[src/rtl/uart_upload_pkg.sv]
// Shared types and constants for the periodic UART status frame uploader.
package uart_upload_pkg;

  typedef enum logic [2:0] {
    ST_IDLE,
    ST_LOAD,
    ST_SEND,
    ST_WAIT_ACK,
    ST_WAIT_IDLE,
    ST_DONE
  } upload_state_e;

  localparam int CHK_SUM = 0;
  localparam int CHK_XOR = 1;

  localparam logic [7:0] HDR0_DEFAULT = 8'hAF;
  localparam logic [7:0] HDR1_DEFAULT = 8'hFA;

  function automatic logic [7:0] chk_step(input int mode, input logic [7:0] acc,
                                          input logic [7:0] b);
    logic [7:0] r;
    r = (mode == CHK_XOR) ? (acc ^ b) : (acc + b);
    return r;
  endfunction

endpackage

[src/rtl/upload_period_timer.sv]
// Free-running upload interval counter; tick marks the last count of each period.
module upload_period_timer #(
  parameter int PERIOD_CYCLES = 50_000_000
) (
  input  logic sys_clk,
  input  logic sys_rst_n,
  input  logic period_en,
  output logic tick
);

  localparam int CW = $clog2(PERIOD_CYCLES);
  localparam logic [CW-1:0] LAST = CW'(PERIOD_CYCLES - 1);

  logic [CW-1:0] count_q, count_d;

  always_comb begin
    count_d = count_q;
    if (!period_en || (count_q == LAST)) count_d = '0;
    else                                 count_d = count_q + 1'b1;
  end

  assign tick = period_en && (count_q == LAST);

  always_ff @(posedge sys_clk or negedge sys_rst_n) begin
    if (!sys_rst_n) count_q <= '0;
    else            count_q <= count_d;
  end

endmodule

[src/rtl/uart_frame_uploader.sv]
// Frames a payload snapshot as HDR0,HDR1,LEN,payload,CHK and streams it to uart_tx.
module uart_frame_uploader
  import uart_upload_pkg::*;
#(
  parameter int         PERIOD_CYCLES = 50_000_000,
  parameter int         PAYLOAD_LEN   = 6,
  parameter logic [7:0] HDR0          = HDR0_DEFAULT,
  parameter logic [7:0] HDR1          = HDR1_DEFAULT,
  parameter int         CHK_MODE      = 0,
  parameter int         ACK_TIMEOUT   = 16
) (
  input  logic                     sys_clk,
  input  logic                     sys_rst_n,
  input  logic [8*PAYLOAD_LEN-1:0] payload_data,
  input  logic                     upload_trig,
  input  logic                     period_en,
  input  logic                     tx_busy,
  output logic                     send_en,
  output logic [7:0]               send_data,
  output logic                     frame_active,
  output logic                     frame_done,
  output logic [7:0]               overrun_cnt,
  output logic                     ack_err
);

  localparam int NBYTES = PAYLOAD_LEN + 4;
  localparam int IW     = $clog2(NBYTES);
  localparam int TW     = $clog2(ACK_TIMEOUT + 1);
  localparam logic [IW-1:0] LAST_IDX    = IW'(NBYTES - 1);
  localparam logic [IW-1:0] LAST_PL_IDX = IW'(PAYLOAD_LEN + 2);
  localparam logic [IW-1:0] LEN_IDX     = IW'(2);

  upload_state_e            state_q, state_d;
  logic [IW-1:0]            idx_q, idx_d;
  logic [7:0]               acc_q, acc_d;
  logic [8*PAYLOAD_LEN-1:0] buf_q, buf_d;
  logic [TW-1:0]            to_q, to_d;
  logic                     send_en_q, send_en_d;
  logic [7:0]               send_data_q, send_data_d;
  logic                     frame_active_q, frame_active_d;
  logic                     frame_done_q, frame_done_d;
  logic [7:0]               overrun_q, overrun_d;
  logic                     ack_err_q, ack_err_d;
  logic                     tick, req;

  upload_period_timer #(.PERIOD_CYCLES(PERIOD_CYCLES)) u_timer (
    .sys_clk   (sys_clk),
    .sys_rst_n (sys_rst_n),
    .period_en (period_en),
    .tick      (tick)
  );

  // The last index carries the finished checksum rather than a stored byte.
  function automatic logic [7:0] frame_byte(input logic [IW-1:0] idx,
                                            input logic [8*PAYLOAD_LEN-1:0] pl,
                                            input logic [7:0] chk);
    int i;
    logic [7:0] b;
    i = int'(idx);
    if (i == 0)                     b = HDR0;
    else if (i == 1)                b = HDR1;
    else if (i == 2)                b = 8'(PAYLOAD_LEN);
    else if (i <= PAYLOAD_LEN + 2)  b = pl[8*(i-3) +: 8];
    else                            b = chk;
    return b;
  endfunction

  assign req = tick | upload_trig;

  always_comb begin
    state_d        = state_q;
    idx_d          = idx_q;
    acc_d          = acc_q;
    buf_d          = buf_q;
    to_d           = to_q;
    send_en_d      = 1'b0;
    send_data_d    = send_data_q;
    frame_active_d = frame_active_q;
    frame_done_d   = 1'b0;
    overrun_d      = overrun_q;
    ack_err_d      = ack_err_q;

    if (req && frame_active_q && (overrun_q != 8'hFF)) overrun_d = overrun_q + 1'b1;

    case (state_q)
      ST_IDLE: begin
        if (req) begin
          state_d        = ST_LOAD;
          buf_d          = payload_data;
          idx_d          = '0;
          acc_d          = '0;
          frame_active_d = 1'b1;
        end
      end
      ST_LOAD: begin
        if (!tx_busy) begin
          state_d     = ST_SEND;
          send_en_d   = 1'b1;
          send_data_d = frame_byte(idx_q, buf_q, acc_q);
        end
      end
      ST_SEND: begin
        // send_data_q already holds byte[idx_q]; headers and CHK itself are excluded.
        if ((idx_q >= LEN_IDX) && (idx_q <= LAST_PL_IDX))
          acc_d = chk_step(CHK_MODE, acc_q, send_data_q);
        to_d    = TW'(ACK_TIMEOUT - 1);
        state_d = ST_WAIT_ACK;
      end
      ST_WAIT_ACK: begin
        if (tx_busy) begin
          state_d = ST_WAIT_IDLE;
        end else if (to_q == '0) begin
          ack_err_d = 1'b1;
          state_d   = ST_WAIT_IDLE;
        end else begin
          to_d = to_q - 1'b1;
        end
      end
      ST_WAIT_IDLE: begin
        if (!tx_busy) begin
          if (idx_q == LAST_IDX) begin
            state_d      = ST_DONE;
            frame_done_d = 1'b1;
          end else begin
            idx_d       = idx_q + 1'b1;
            state_d     = ST_SEND;
            send_en_d   = 1'b1;
            send_data_d = frame_byte(idx_d, buf_q, acc_q);
          end
        end
      end
      ST_DONE: begin
        frame_active_d = 1'b0;
        state_d        = ST_IDLE;
      end
      default: state_d = ST_IDLE;
    endcase
  end

  always_ff @(posedge sys_clk or negedge sys_rst_n) begin
    if (!sys_rst_n) begin
      state_q        <= ST_IDLE;
      idx_q          <= '0;
      acc_q          <= '0;
      buf_q          <= '0;
      to_q           <= '0;
      send_en_q      <= 1'b0;
      send_data_q    <= '0;
      frame_active_q <= 1'b0;
      frame_done_q   <= 1'b0;
      overrun_q      <= '0;
      ack_err_q      <= 1'b0;
    end else begin
      state_q        <= state_d;
      idx_q          <= idx_d;
      acc_q          <= acc_d;
      buf_q          <= buf_d;
      to_q           <= to_d;
      send_en_q      <= send_en_d;
      send_data_q    <= send_data_d;
      frame_active_q <= frame_active_d;
      frame_done_q   <= frame_done_d;
      overrun_q      <= overrun_d;
      ack_err_q      <= ack_err_d;
    end
  end

  assign send_en      = send_en_q;
  assign send_data    = send_data_q;
  assign frame_active = frame_active_q;
  assign frame_done   = frame_done_q;
  assign overrun_cnt  = overrun_q;
  assign ack_err      = ack_err_q;

endmodule

[config.mk]
export PLATFORM = sky130hd
export DESIGN_NAME = uart_frame_uploader
export DESIGN_NICKNAME = d
export VERILOG_FILES = /design/src/rtl/uart_upload_pkg.sv /design/src/rtl/upload_period_timer.sv /design/src/rtl/uart_frame_uploader.sv
export SDC_FILE = /design/constraint.sdc
export NUM_CORES = 1
export LEC_CHECK = 0
export ABC_AREA = 0
export CORE_MARGIN = 4
export CORE_UTILIZATION = 57
export DETAILED_ROUTE_END_ITERATION = 8
export PLACE_DENSITY_LB_ADDON = 0.1
export SETUP_SLACK_MARGIN = 0.05
export SKIP_LAST_GASP = 1
export SLEW_MARGIN = 10
export SYNTH_ARGS = -nofsm -noshare
export SYNTH_HDL_FRONTEND = slang
export SYNTH_SLANG_ARGS = --single-unit
[constraint.sdc]
create_clock -name sys_clk -period 4.75 [get_ports sys_clk]
set_input_delay 1.425 -clock sys_clk [delete_from_list [all_inputs] [get_ports sys_clk]]
set_output_delay 1.425 -clock sys_clk [all_outputs]
set_load 0.01 [all_outputs]
After elaboration in Yosys (flattened, before gate mapping)
Index checks and enable logic that the tools add are counted.
- RAM bits: 0
- memory bits (read-only): 0
- bits in latches: 0
- memories: 0
- register bits: 114
- output and inout port bits: 20
- reduce and logical (&&, ||, !) cells: 23
- magnitude comparators: 4
- $add $sub $neg: 7
- eq/ne operators: 20
- shift-type cells: 2
- multiplexer cells: 39
- bitwise logic cells: 2
- divide/modulo/power cells: 0
- multipliers: 0
- operators with widths (kind ; count):
    8-bit two-way mux ; 13
    48-bit by 8-bit indexed part select with 8-bit output ; 2
    8-bit case mux with 2 select lines ; 2
    26-bit by 1-bit adder with 26-bit output (second input constant) ; 1
    26-bit equality test (second input constant) ; 1
    26-bit two-way mux ; 1
    3-bit two-way mux ; 6
    3-bit case mux with 5 select lines ; 1
    2-bit != test (second input constant) ; 7
    4-bit <= comparator (second input constant) ; 3
    4-bit two-way mux ; 3
    4-bit AND reduction ; 3
    5-bit two-way mux ; 2
    5-bit case mux with 2 select lines ; 1
    2-bit nonzero test ; 5
    4-bit by 2-bit subtractor with 5-bit output (second input constant) ; 2
    3-bit AND reduction ; 3
    8-bit by 1-bit adder with 8-bit output (second input constant) ; 1
    8-bit adder ; 1
    4-bit by 2-bit equality test with 1-bit output (second input constant) ; 2
    4-bit by 3-bit equality test with 1-bit output (second input constant) ; 2
    4-bit logical NOT ; 2
    8-bit != test (second input constant) ; 1
    4-bit case mux with 2 select lines ; 1
    18 further kinds ; 31

Longest topological paths before layout
Gate-level depths: netlist (run 1).
- depth in word-level cells: 10
- gate-level depth with buffers: 12

By module
Synthesis (run 1) repeated with hierarchy kept, for this count alone.
- cell total of the unflattened synthesis: 749
- area, all modules: 6800.3 um^2
- by module, submodules not included (module ; cells an instance ; seq. area each (um^2) ; times used ; area an instance (um^2)):
    uart_frame_uploader ; 606 ; 2202.1 ; 1 ; 5424.0
    upload_period_timer ; 143 ; 650.6 ; 1 ; 1376.3

Worst setup path before layout (run 1)
No wires, ideal clock.
- path kind: reg2reg
- start: register idx_q[0]
- end: register send_data_q[1], in the netlist send_data[1]
- path slack: 1304 ps
- required time: 4609 ps
- period minus slack after synthesis: 3446 ps
- setup time: 141 ps
- arrival: 3305 ps
- stages on the path, launching flop included: 12
- path through: dfrtp_1 -> clkbuf_1 -> buf_1 -> buf_2 -> inv_1 -> ha_1 -> clkbuf_1 -> mux4_2 -> nand2_1 -> o21ai_0 -> a221oi_1 -> a211oi_1
- cells in the longest elaborated chain, start to end: 10
- elaborated cells between the ends (all ways): 28
- classes of those cells: 3 x add/sub; 2 x order compare; 6 x eq/ne; 2 x shift; 12 x mux; 3 x reduce/logical
- RTL lines (element ; line ; source):
    from (decl) ; uart_frame_uploader.sv:34 ; logic [IW-1:0] idx_q, idx_d;
    from (signal assigned) ; uart_frame_uploader.sv:155 ; idx_q <= idx_d;
    4-bit by 1-bit adder with 4-bit output ; uart_frame_uploader.sv:125 ; idx_d = idx_q + 1'b1;
    4-bit by 2-bit subtractor with 5-bit output ; uart_frame_uploader.sv:63 ; else if (i <= PAYLOAD_LEN + 2) b = pl[8*(i-3) +: 8];
    48-bit by 8-bit indexed part select with 8-bit output ; uart_frame_uploader.sv:63 ;
    8-bit two-way mux ; uart_frame_uploader.sv:63 ;
    8-bit two-way mux ; uart_frame_uploader.sv:62 ; else if (i == 2) b = 8'(PAYLOAD_LEN);
    8-bit two-way mux ; uart_frame_uploader.sv:61 ; else if (i == 1) b = HDR1;
    8-bit two-way mux ; uart_frame_uploader.sv:60 ; if (i == 0) b = HDR0;
    8-bit two-way mux ; uart_frame_uploader.sv:121 ; if (idx_q == LAST_IDX) begin
    8-bit two-way mux ; uart_frame_uploader.sv:120 ; if (!tx_busy) begin
    8-bit case mux with 2 select lines ; uart_frame_uploader.sv:85 ; case (state_q)
    to (signal assigned) ; uart_frame_uploader.sv:160 ; send_data_q <= send_data_d;
    to (decl) ; uart_frame_uploader.sv:39 ; logic [7:0] send_data_q, send_data_d;
Parallel ways exist; a longest one is shown, timed or not. The select of a mux whose other input is x is not followed.
A chain may end at the register's enable or synchronous reset.

Final worst setup path (run 1)
- start: register idx_q[1]
- end: register send_data_q[4], in the netlist send_data[4]
The elaborated chain is that of the path after synthesis.

==> flow_summary_export.csv, run 1 <==
group,metric,value,unit
run_status,status,"complete, no violations",
cells_and_area,fin_cells,833,
clock_tree,insertion_delay,0.42,ns
clock_tree,htree_levels,4,
setup_path,cp-end-kind,"flip-flop",
sta,finalHoldViolCount,0,
setup_path,reg2regPathDepth,8,
sta,worst_slack,1.47,ns
run,maxCapViolations,0,
power_and_ir_drop,powerDensity,587,nW/um2
sta,finalSetupViolations,0,
setup_path,slowest_delay,0.77,ns
global_route,grt_start_max_net_pins,85,
setup_path,reg2reg_to,"send_data[4]",
routing,firstDrtPassIters,6,
sta,timing.setup.tns,0,ns
logic_synthesis,seq_area_frac_synth,43.5,%
sta,min_period,3.28,ns
logic_synthesis,yosys_warnings,0,
clock_tree,cts_tree,"done",
global_route,antenna_found_initial,0,
placement,gp_congestion,0.961,
setup_path,path_cells,"inv_1 -> ha_1 -> mux4_2 -> nand2_1 -> o21ai_0 -> a221o_1 -> a22oi_1 -> a31oi_1",
logic_synthesis,synth_seq_cells,114,
routing,drc,0,
logic_synthesis,yosysTopAreaCellShare,43.5,%
setup_path,crit_path_top_delay_cell,"ha_1",
sta,clock_skew,0.00977,ns
sta,worst_slew_pin_slew,1.06,ns
global_route,grt_pass1_vias,5187,
cells_and_area,final_net_count,753,
setup_path,cp-start-kind,"flip-flop",
min_path,hold-path-endpoint,"ack_err",
min_path,whs_path_depth,1,
setup_path,worst-endpoint-arrival,3.55,ns
cells_and_area,syn2layout_area_growth,20.6,%
logic_synthesis,synth.distinct_cells,65,
logic_synthesis,synth_nets,689,
cells_and_area,finalInstanceArea,7900,um2
clock_tree,cts_root_buf,"clkbuf_16",
die,die-area,13300,um2
placement,place_hpwl,10400,um
clock_tree,cts_sinks,114,
power_and_ir_drop,leakagePower,3.22,nW
die,start_util,59.4,%
setup_path,reg2reg_slack,1.47,ns
setup_path,required,5.02,ns
sta,rsz0062_at_grt,"false",
logic_synthesis,synth_edf_count,0,
logic_synthesis,netlist_instances,618,
logic_synthesis,async_reset_ff_share,100,%
die,fp.coreArea,11000,um2
clock_tree,clk_pin_slew_worst_paths,0.05,ns
global_route,grtUsageTotal,24.2,%
cells_and_area,drive_gt1_share,16.0,%
die,die_height,115,um
cells_and_area,antennaDiodeCount,0,
clock_tree,cts_setup_buffers,0,
placement,dp_cells,803,
clock_tree,cts_hold_buf,0,
logic_synthesis,synthesis.area,6550,um2
routing,postRouteAntennaNets,0,
setup_path,crit_type,"reg2reg",
logic_synthesis,syn-mean-instance-area,10.6,um2
logic_synthesis,ys.flop_type,"dfrtp_1",
placement,placed_area,7300,um2
global_route,grt_pass1_wl,25500,um
min_path,hold_class,"reg2reg",
clock_tree,cts_buffers,17,
sta,fmax,305,MHz
routing,routed_via_density,6.14,
routing,wirelength,15100,um
clock_tree,ctsLongestPathBuffers,2,
sta,slew_viol_final,0,
min_path,min_from,"ack_err",
die,fp-row-count,38,
logic_synthesis,synth_area_leader_cell,"dfrtp_1",
routing,via_count,5117,
global_route,grt_overflow,0,
placement,port_buffers,72,
die,pin_count,73,
power_and_ir_drop,ir_worst_vdd,457,uV
setup_path,r2r-start,"idx_q[1]",
setup_path,crit_fanout,17,
sta,min_period_over_period,69.0,%
routing,drt_iter0_markers,393,
die,dieWidth,115,um
logic_synthesis,ys_top_cells_by_area,"dfrtp_1, mux2_2, mux4_2",
routing,wire_per_inst,18.1,um
placement,preCtsSetupSlack,1.19,ns
clock_tree,cts_resized,0,
sta,slew-limit-headroom,29.2,%
[cells in the mapped netlist (8+ instances only)]
| cell type | n |
|---|---|
| dfrtp_1 | 114 |
| nand2_1 | 58 |
| nor2_1 | 53 |
| mux2_2 | 41 |
| o21ai_0 | 34 |
| xor2_1 | 26 |
| nand3_1 | 23 |
| nor3_1 | 19 |
| clkbuf_1 | 17 |
| ha_1 | 17 |
| mux2i_1 | 17 |
| mux4_2 | 16 |
| a21oi_1 | 14 |
| xnor2_1 | 13 |
| inv_1 | 10 |
| and2_1 | 9 |
| mux2_4 | 9 |
| and3_1 | 8 |
[per-stage QoR]
stage | utilization (%) | hold WS, ns | power [mW]
global placement | 66.2 | 0.441 | 3.25
floorplan | - | 0.469 | 2.85
global route | 71.7 | 0.482 | 4.92
CTS | 71.7 | 0.463 | 4.65
finish | 71.7 | 0.454 | 4.64
detailed placement | 66.2 | 0.455 | 3.33
[kinds of logic (layout without fill, tap and decap cells)]
| family | after synthesis | count (layout) | share of synthesized area, % |
|---|---|---|---|
| simple gates | 207 | 207 | 15.2 |
| flops | 114 | 114 | 43.5 |
| xor+xnor | 39 | 39 | 5.21 |
| mux | 83 | 83 | 17.2 |
| compound gates | 116 | 116 | 12.1 |
| buf+inv | 41 | 116 | 3.21 |
| fa+ha+maj | 18 | 18 | 3.55 |
[metal layers]
layer / global-route usage [%] / vias to the layer above / routed length (um)
met5: 0 / - / 0
met1: 33.3 / 2535 / 6810
met4: 7.12 / 0 / 209
met3: 6.00 / 24 / 776
met2: 38.4 / 160 / 7300
li1: - / 2398 / -
[layout make-up]
cell class,instances,area [um2]
inverter,11,41.3
multi-input combinational,463,3490
sequential,114,2850
clock buffer,21,470
timing repair buffer,75,741
tap,140,175
fill,812,3130
clock inverter,9,131
[worst max-delay path: cells and delay by family, from the launching register on]
| kind | cells | cell delay, ns |
|---|---|---|
| and+or+nand+nor | 1 | 0.08 |
| DFF | 1 | 0.68 |
| adders and majority gates | 1 | 0.77 |
| AOI/OAI and AO/OA | 4 | 0.83 |
| buffers and inverters | 1 | 0.20 |
| muxes | 1 | 0.58 |
[layout by cell type (no fill, tap or decap), types with 17 or more instances in the layout]
cell,n
clkbuf_16,17
clkdlybuf4s50_1,71
dfrtp_1,113
ha_1,17
mux2_2,41
mux2i_1,17
nand2_1,58
nand3_1,23
nor2_1,53
nor3_1,19
o21ai_0,34
xor2_1,26
[state kept, by name, summed over array words and instances (netlist names)]
register and count:
overrun_cnt 8, send_en 1, acc_q 8, frame_done 1, u_timer.count_q 26, buf_q 48, send_data 8, frame_active 1
state_q 3, ack_err 1, idx_q 4, to_q 5
[where the power goes]
part	internal, mW	switching, mW	total [mW]
combinational	0.919	0.794	1.71
clock	0.857	0.430	1.29
sequential	1.30	0.340	1.64
[how the worst max path moves through the flow]
stage                   from           end  cells past startpoint
floorplan           idx_q[0]  send_data[1]                     11
global placement     tx_busy       to_q[4]                      6
detailed placement   tx_busy       to_q[4]                      6
CTS                 idx_q[1]  send_data[4]                      8
global route        idx_q[1]  send_data[4]                      8
finish              idx_q[1]  send_data[4]                      8
Power figures use the tool's default switching activity.
==> inputs of run 2 (changes only) <==
--- a/config.mk
+++ b/config.mk
@@ -7,7 +7,7 @@
 export LEC_CHECK = 0
 export ABC_AREA = 0
 export CORE_MARGIN = 4
-export CORE_UTILIZATION = 57
+export CORE_UTILIZATION = 52
 export DETAILED_ROUTE_END_ITERATION = 8
 export PLACE_DENSITY_LB_ADDON = 0.1
 export SETUP_SLACK_MARGIN = 0.05
==> constraint.sdc (replaced) <==
create_clock -name sys_clk -period 2.68 [get_ports sys_clk]
set_input_delay 0.804 -clock sys_clk [delete_from_list [all_inputs] [get_ports sys_clk]]
set_output_delay 0.804 -clock sys_clk [all_outputs]
set_load 0.01 [all_outputs]
==> run 2 against run 1 <==
Compared with the run above:
- non-clock buffer count up 26
- maximum frequency is 32% higher
- design area grew 4.4%
- critical endpoint is now buf_q[37]
- highest routed layer unchanged
- largest power group unchanged
- sequential cell count unchanged
==> flow_summary_export.csv, run 2 (same netlist as run 1, synthesis figures left out) <==
group,metric,value,unit
die,fp.coreArea,12200,um2
sta,fmax,403,MHz
cells_and_area,reg_top3,"buf_q: 48 flops, u_timer.count_q: 26 flops",
global_route,grt_pass1_vias,5244,
clock_tree,cts_buffers,17,
die,die-area,14500,um2
sta,worst_slack,0.199,ns
cells_and_area,final_net_count,779,
cells_and_area,largest_reg_flops,48,
global_route,grt_start_max_net_pins,47,
clock_tree,cts_hold_buf,0,
sta,worst_slew_pin_slew,0.570,ns
setup_path,cp_top_family,"simple AND/OR/NAND/NOR gates",
sta,rsz0062_at_grt,"false",
cells_and_area,regMostFlops,"buf_q",
cells_and_area,regArea,2850,um2
setup_path,crit_path_top_delay_cell,"or4b_1",
cells_and_area,nFillCells,946,
sta,finalSetupViolations,0,
placement,place_hpwl,11100,um
sta,finalHoldViolCount,0,
clock_tree,cts_root_buf,"clkbuf_16",
run,maxCapViolations,0,
routing,firstDrtPassIters,7,
setup_path,slowest_delay,0.54,ns
die,pin_count,73,
cells_and_area,multi_input_area,3520,um2
global_route,grt_pass1_wl,25600,um
routing,wirelength,15000,um
global_route,grtUsageTotal,22.0,%
clock_tree,clk_pin_slew_worst_paths,0.06,ns
cells_and_area,fin_cells,889,
routing,routed_via_density,5.77,
clock_tree,ctsLongestPathBuffers,2,
global_route,grt_overflow,0,
setup_path,cp-start-kind,"flip-flop",
placement,port_buffers,72,
sta,slew_viol_final,0,
routing,wire_per_inst,16.9,um
die,start_util,53.9,%
setup_path,required,2.98,ns
die,die_height,120,um
placement,preCtsSetupSlack,0.122,ns
clock_tree,htree_levels,4,
global_route,antenna_found_initial,0,
clock_tree,insertion_delay,0.42,ns
setup_path,crit_fanout,27,
placement,gp_congestion,0.889,
setup_path,crit_type,"reg2reg",
power_and_ir_drop,ir_worst_vdd,689,uV
routing,drc,0,
sta,clock_skew,0.00697,ns
run_status,status,"complete, no violations",
cells_and_area,layout_common_cells,"dfrtp_1, clkdlybuf4s50_1, nand2_1",
cells_and_area,syn2layout_area_growth,25.9,%
cells_and_area,antennaDiodeCount,0,
setup_path,worst-endpoint-arrival,2.78,ns
sta,holdWs,0.344,ns
routing,postRouteAntennaNets,0,
power_and_ir_drop,leakagePower,3.40,nW
sta,min_period,2.48,ns
power_and_ir_drop,powerDensity,1030,nW/um2
sta,slew-limit-headroom,62.0,%
placement,dp_cells,856,
setup_path,cp-end-kind,"flip-flop",
cells_and_area,final_common_cell,"dfrtp_1",
sta,timing.setup.tns,0,ns
min_path,hold_class,"in2async",
cells_and_area,drive_gt1_share,19.8,%
setup_path,path_buf_inv,1,
routing,via_count,5129,
placement,placed_area,7590,um2
routing,drt_iter0_markers,289,
setup_path,path_cells,"or4b_1 -> nor4_2 -> a41o_2 -> and2_4 -> buf_12 -> mux2_2",
die,fp-row-count,40,
cells_and_area,finalInstanceArea,8250,um2
clock_tree,cts_sinks,114,
die,dieWidth,120,um
sta,min_period_over_period,92.6,%
clock_tree,cts_tree,"done",
run 2: cell count changes in the layout (fill, tap and decap cells not counted), sizes merged:
cell	previous run	this run
clkinvlp	3	2
clkinv	4	5
buf	4	30
inv	10	13
bufinv	3	4
clkbuf	21	19
run 2: stage by stage:
stage	util (%)	total power [mW]
floorplan	-	5.10
global placement	62.4	5.97
finish	67.8	8.50
CTS	67.5	8.54
global route	67.8	9.03
detailed placement	62.4	6.11
run 2: metal layers:
layer	wire length [um]	vias to the layer above	GRT usage [%]
li1	-	2445	-
met1	6860	2537	29.3
met2	7310	121	35.5
met3	661	26	6.08
met4	218	0	6.44
met5	0	-	0
run 2: final timing paths:
path	start	endpoint	slack (ns)	depth (start not counted)
worst max-delay path	u_timer.count_q[7]	buf_q[37]	0.20	6
worst min-delay path	sys_rst_n	overrun_cnt[5]	0.34	1
worst max register to register	u_timer.count_q[7]	buf_q[37]	0.20	6
worst min register to register	ack_err	ack_err	0.45	1
max in group asynchronous	sys_rst_n	buf_q[38]	1.73	2
min in group sys_clk	ack_err	ack_err	0.45	1
run 2: worst reg2reg max path, delay by kind of cell, from the launching register on:
kind,cells,cell delay (ns)
buffers and inverters,1,0.19
AOI/OAI and AO/OA,1,0.29
muxes,1,0.38
DFF,1,0.44
and+or+nand+nor,3,1.06
run 2: layout make-up:
class                           instances  area share (%)
Timing Repair Buffer                  101            12.1
Tap cell                              168            2.55
Clock inverter                         13            2.20
Clock buffer                           19            5.37
Multi-Input combinational cell        463            42.6
Inverter                               11           0.501
Sequential cell                       114            34.6
run 2: power by group:
part / switching [mW] / total [mW] / leakage [nW] / internal [mW]
logic: 1.48 / 3.28 / 1.68 / 1.80
registers: 0.537 / 2.84 / 1.42 / 2.30
clock network: 0.806 / 2.38 / 0.304 / 1.58
total: 2.83 / 8.50 / 3.40 / 5.67
run 2: repair_timing:
action                                  4_1_cts  5_1_grt
setup buffers                                 0        1
endpoints found under the setup margin        0       17
gates resized for setup                       0        4
==> inputs of run 3 (changes only) <==
--- a/config.mk
+++ b/config.mk
@@ -6,6 +6,7 @@
 export NUM_CORES = 1
 export LEC_CHECK = 0
 export ABC_AREA = 0
+export CAP_MARGIN = 25
 export CORE_MARGIN = 4
 export CORE_UTILIZATION = 52
 export DETAILED_ROUTE_END_ITERATION = 8
==> results of run 3 <==
Same layout as run 2: the final DEF is identical, and so are final timing and power.
